File: config.mk
export PLATFORM = sky130hd
export DESIGN_NAME = adc_acq_sequencer
export DESIGN_NICKNAME = d
export VERILOG_FILES = /design/src/rtl/adc_acq_sequencer.sv
export SDC_FILE = /design/constraint.sdc
export NUM_CORES = 1
export LEC_CHECK = 0
export BUFFER_PORTS_ARGS = -buffer_cell sky130_fd_sc_hd__buf_2
export CAP_MARGIN = 0
export CORE_MARGIN = 2
export CORE_UTILIZATION = 40
export CTS_BUF_LIST = sky130_fd_sc_hd__clkbuf_2
export CTS_CLUSTER_DIAMETER = 150
export DETAILED_ROUTE_END_ITERATION = 12
export PLACE_DENSITY_LB_ADDON = 0.15
export SYNTH_ARGS = -nofsm -noshare
export SYNTH_HDL_FRONTEND = slang
export SYNTH_SLANG_ARGS = --single-unit
File: constraint.sdc
create_clock -name clk -period 4.4 [get_ports clk]
set_input_delay 0.22 -clock clk [delete_from_list [all_inputs] [get_ports clk]]
set_output_delay 0.22 -clock clk [all_outputs]
set_load 0.005 [all_outputs]
File: src/rtl/adc_acq_sequencer.sv
// adc_acq_sequencer
// Periodic acquisition scheduler for the SPI ADC -> filter -> comparator chain.
// Issues start_conversion at a fixed rate, walks each sample through the three
// done handshakes, and guards every wait with a watchdog. It also flags samples
// that finish late (overrun) and counts completed samples.
module adc_acq_sequencer #(
    parameter int SAMPLE_PERIOD = 1000,
    parameter int TIMEOUT       = 255,
    parameter int PCNT_W        = 16,
    parameter int TCNT_W        = 8,
    parameter int CNT_W         = 16
) (
    input  logic             clk,
    input  logic             reset,
    input  logic             run_enable,
    input  logic             single_shot,
    input  logic             clear_err,
    input  logic             data_ready,
    input  logic             filter_done,
    input  logic             compare_done,
    output logic             start_conversion,
    output logic             filter_enable,
    output logic             compare_enable,
    output logic             busy,
    output logic             cycle_done,
    output logic             timeout_err,
    output logic             overrun,
    output logic [CNT_W-1:0] sample_count
);

    typedef enum logic [2:0] {
        ST_IDLE,
        ST_TRIGGER,
        ST_WAIT_ADC,
        ST_FILTER,
        ST_COMPARE,
        ST_HOLDOFF,
        ST_ERROR
    } state_e;

    // pcnt reads 0 during the TRIGGER cycle, so PERIOD_END means the period expired
    localparam logic [PCNT_W-1:0] PERIOD_END  = PCNT_W'(SAMPLE_PERIOD);
    localparam logic [PCNT_W-1:0] PERIOD_LAST = PCNT_W'(SAMPLE_PERIOD - 1);
    localparam logic [TCNT_W-1:0] TCNT_LAST   = TCNT_W'(TIMEOUT - 1);

    state_e            state_q, state_d;
    logic [PCNT_W-1:0] pcnt_q, pcnt_d;
    logic [TCNT_W-1:0] tcnt_q, tcnt_d;
    logic [CNT_W-1:0]  count_q, count_d;
    logic              cycle_done_q, cycle_done_d;
    logic              timeout_err_q, timeout_err_d;
    logic              overrun_q, overrun_d;
    logic              stage_done;

    // Select the done handshake that the current waiting state listens to
    always_comb begin
        stage_done = 1'b0;
        case (state_q)
            ST_WAIT_ADC: stage_done = data_ready;
            ST_FILTER:   stage_done = filter_done;
            ST_COMPARE:  stage_done = compare_done;
            default:     stage_done = 1'b0;
        endcase
    end

    // Next-state, watchdog, sample counting and sticky flag logic
    always_comb begin
        state_d       = state_q;
        tcnt_d        = '0;
        count_d       = count_q;
        cycle_done_d  = 1'b0;
        timeout_err_d = timeout_err_q;
        overrun_d     = clear_err ? 1'b0 : overrun_q;

        case (state_q)
            ST_IDLE: begin
                if (run_enable || single_shot) begin
                    state_d = ST_TRIGGER;
                end
            end

            ST_TRIGGER: begin
                state_d = ST_WAIT_ADC;
            end

            ST_WAIT_ADC, ST_FILTER, ST_COMPARE: begin
                if (stage_done) begin
                    if (state_q == ST_WAIT_ADC) begin
                        state_d = ST_FILTER;
                    end else if (state_q == ST_FILTER) begin
                        state_d = ST_COMPARE;
                    end else begin
                        cycle_done_d = 1'b1;
                        count_d      = count_q + 1'b1;
                        if (pcnt_q == PERIOD_END) begin
                            overrun_d = 1'b1;
                        end
                        if (run_enable && (pcnt_q >= PERIOD_LAST)) begin
                            state_d = ST_TRIGGER;
                        end else if (run_enable) begin
                            state_d = ST_HOLDOFF;
                        end else begin
                            state_d = ST_IDLE;
                        end
                    end
                end else if (tcnt_q == TCNT_LAST) begin
                    state_d       = ST_ERROR;
                    timeout_err_d = 1'b1;
                end else begin
                    tcnt_d = tcnt_q + 1'b1;
                end
            end

            ST_HOLDOFF: begin
                if (!run_enable) begin
                    state_d = ST_IDLE;
                end else if (pcnt_q == PERIOD_LAST) begin
                    state_d = ST_TRIGGER;
                end
            end

            ST_ERROR: begin
                if (clear_err) begin
                    state_d       = ST_IDLE;
                    timeout_err_d = 1'b0;
                    overrun_d     = 1'b0;
                end
            end

            default: begin
                state_d = ST_IDLE;
            end
        endcase
    end

    // Period counter: zero in the TRIGGER cycle, then counts up and saturates
    always_comb begin
        pcnt_d = pcnt_q;
        if (state_d == ST_TRIGGER) begin
            pcnt_d = '0;
        end else if (pcnt_q != PERIOD_END) begin
            pcnt_d = pcnt_q + 1'b1;
        end
    end

    // State and counter registers
    always_ff @(posedge clk or negedge reset) begin
        if (!reset) begin
            state_q       <= ST_IDLE;
            pcnt_q        <= '0;
            tcnt_q        <= '0;
            count_q       <= '0;
            cycle_done_q  <= 1'b0;
            timeout_err_q <= 1'b0;
            overrun_q     <= 1'b0;
        end else begin
            state_q       <= state_d;
            pcnt_q        <= pcnt_d;
            tcnt_q        <= tcnt_d;
            count_q       <= count_d;
            cycle_done_q  <= cycle_done_d;
            timeout_err_q <= timeout_err_d;
            overrun_q     <= overrun_d;
        end
    end

    assign start_conversion = (state_q == ST_TRIGGER);
    assign filter_enable    = (state_q == ST_FILTER);
    assign compare_enable   = (state_q == ST_COMPARE);
    assign busy             = (state_q != ST_IDLE) && (state_q != ST_ERROR);
    assign cycle_done       = cycle_done_q;
    assign timeout_err      = timeout_err_q;
    assign overrun          = overrun_q;
    assign sample_count     = count_q;

endmodule

==> impl_metrics.env <==
export IMPL_outcome="finished, final reports clean"
export IMPL_fmax_ghz=0.389
export IMPL_critPathKind="flip-flop to flip-flop"
export IMPL_netlist_top_cells_count="dfrtp_1 (46), nor2_1 (22), nand3_1 (20)"
export IMPL_cpMaxStageDelayCell="nor4b_4"
export IMPL_min_path_type="input port to flip-flop"
export IMPL_crit_arrival_ns=2.85
export IMPL_cts_resized_gates=0
export IMPL_syn_inst=232
export IMPL_cp_required_ns=4.68
export IMPL_clockRootBuffer="clkbuf_2"
export IMPL_grt_use_total=0.139
export IMPL_rsz0062_at_grt="false"
export IMPL_swShare=0.392
export IMPL_syn_to_final_growth_pct=9.51
export IMPL_fin_tns_setup_ns=0
export IMPL_vias=1707
export IMPL_power_density_nw_per_um2=390
export IMPL_place_congestion=0.737
export IMPL_slowest_delay_ns=0.99
export IMPL_avgSynthCellArea_um2=10.8
export IMPL_timing_slew_headroom=0.235
export IMPL_cts_made_buffers=5
export IMPL_post_drt_wl_per_cell_um=13.2
export IMPL_grt_antenna_before_repair=0
export IMPL_cts_sinks=46
export IMPL_drive_gt1_frac=0.233
export IMPL_holdPathEnd="state_q[1]"
export IMPL_core_area_um2=5990
export IMPL_synth_most_common_cell="dfrtp_1"
export IMPL_power_switching_w=0.000419
export IMPL_grt_pass1_vias=1663
export IMPL_port_buffer_count=30
export IMPL_synthDistinctLibCells=48
export IMPL_drt_iter0_drc=60
export IMPL_synth_top_cell_area_share=0.461
export IMPL_die_w_um=83.0
export IMPL_synth_seq_cells=46
export IMPL_cp_start_kind="flip-flop"
export IMPL_synth_top_area_cell="dfrtp_1"
export IMPL_dp_hpwl_um=3200
export IMPL_ant_nets=0
export IMPL_final_core_util=0.457
export IMPL_hold_path_cell_count=2
export IMPL_seq_power_share=0.529
export IMPL_r2r_start="pcnt_q[0]"
export IMPL_viasPerCell=5.01
export IMPL_ys_warn_count=0
export IMPL_tightest_slew_ns=1.14
export IMPL_ys_flop_type="dfrtp_1"
export IMPL_synth_edff_count=0
export IMPL_final_period_utilization=0.585
export IMPL_pwr_share_comb=0.300
export IMPL_drc=0
export IMPL_vdd_drop_max_mv=0.250
export IMPL_clockBufferDepth=2
export IMPL_r2r_cells=6
export IMPL_overflow=0
export IMPL_seq_area_frac_synth=0.461
export IMPL_top_level_ports=31
export IMPL_routed_wirelength_um=4520
export IMPL_maxCapViolations=0
export IMPL_die_area_um2=6890
export IMPL_async_flop_share=1.00
export IMPL_cts_tree="yes"
export IMPL_r2r_slack_ns=1.83
export IMPL_crit_start="pcnt_q[0]"
export IMPL_start_util=0.417
export IMPL_antennaDiodeCount=0
export IMPL_hold_viol=0
export IMPL_crit_fanout=17
export IMPL_hp_start="compare_done"
export IMPL_r2r_end="pcnt_q[2]"
export IMPL_skew_ns=0.00913
export IMPL_clk_pin_slew_ns=0.23
export IMPL_row_count=28
export IMPL_period_minus_slack_ns=2.57
export IMPL_grt_pass1_wl_um=7840
export IMPL_synthesis_nets=245
export IMPL_p_leak_nw=1.29
export IMPL_first_pass_iters=4
export IMPL_grt_max_degree=47
export IMPL_worstPathCellList="ha_1, and2_1, nor3b_1, a31oi_1, nor4b_4, a22oi_1"
export IMPL_p_int_w=0.000649
export IMPL_die_y_um=83.0
export IMPL_fin_nets=278
export IMPL_slew_viol_final=0
export IMPL_clkLatencyLatePin_ns=0.42
export IMPL_finalSetupViolations=0
export IMPL_netlist_area_um2=2500
export IMPL_cp_end_kind="flip-flop"
export IMPL_cts_htree_levels=2
export IMPL_yosys_top_cells_area="dfrtp_1 (46%), xnor2_1 (6.7%), xor2_1 (5.6%), nand3_1 (4.0%), nor2_1 (3.3%)"
export IMPL_clockPowerShare=0.171
==> routing by layer <==
metal  track usage  up-vias  wire length (um)
met5             0        -                 0
met1         0.187      804              2240
met3        0.0348        8               175
li1              -      865                 -
met2         0.215       30              2040
met4        0.0537        0                65
==> cell families after synthesis <==
kind of cell | after synthesis | share of synthesized area
AND/OR/NAND/NOR | 95 | 0.233
flip-flops | 46 | 0.461
XOR/XNOR | 35 | 0.123
AO/OA/AOI/OAI | 31 | 0.102
buffers and inverters | 17 | 0.0446
adder cells (fa/ha/maj) | 5 | 0.0250
multiplexers | 3 | 0.0125
==> registers in the layout (all words and copies together), names as in the netlist <==
name          flops
state_q           3
tcnt_q            8
overrun           1
pcnt_q           16
timeout_err       1
sample_count     16
cycle_done        1
==> through the flow <==
stage,worst slack (ns),instance area (um2),std cells,hold WS [ns],total power (W)
2_1_floorplan,2.54,2500,232,-0.0756,0.000848
3_3_place_gp,1.85,2670,331,0.458,0.000895
3_5_place_dp,1.83,2670,331,0.461,0.000899
4_1_cts,1.78,2740,341,0.0429,0.00109
5_1_grt,1.60,2740,341,0.0113,0.00115
6_report,1.83,2740,341,0.0720,0.00107
==> worst max-delay path, delay by kind of cell, from the launching register on <==
kind,cells,cell delay [ns]
AO/OA/AOI/OAI,2,0.36
flip-flops,1,0.46
adder cells (fa/ha/maj),1,0.27
AND/OR/NAND/NOR,3,1.35
==> cell type report <==
class	instances	area [um2]
clock buffer	6	30.0
clock inverter	2	13.8
fill	592	3250
inverter	11	41.3
multi-input combinational	169	1240
sequential	46	1150
tap	75	93.8
timing repair buffer	32	170
==> placed cells by master (no fill, tap or decap), types with 4 or more instances in the layout <==
cell type,instances
nand4_1,4
nand3_1,20
ha_1,5
dfrtp_1,46
xor2_1,16
nand2_1,13
xnor2_1,19
a21oi_2,8
inv_1,11
a21oi_1,7
buf_2,30
nor3_1,4
and3_1,8
clkbuf_2,6
nor2_1,22
==> how the worst max path moves through the flow <==
stage | to | slack (ns) | depth (start not counted)
finish | pcnt_q[2] | 1.83 | 6
global route | pcnt_q[2] | 1.60 | 5
CTS | pcnt_q[2] | 1.78 | 6
detailed placement | pcnt_q[2] | 1.83 | 6
global placement | pcnt_q[2] | 1.85 | 6
floorplan | pcnt_q[7] | 2.54 | 7
==> timing repair <==
action                    in CTS  in global routing
hold endpoints to repair      48                  0
setup buffers                  0                  0
hold buffers                   2                  0
==> power groups by stage <==
stage	Clock (W)	Combinational, W	Sequential [W]
floorplan	0	0.000320	0.000528
global placement	0	0.000322	0.000572
detailed placement	0	0.000326	0.000573
CTS	0.000193	0.000328	0.000565
global route	0.000209	0.000365	0.000579
finish	0.000182	0.000320	0.000565
(Power assumes the default switching activity.)
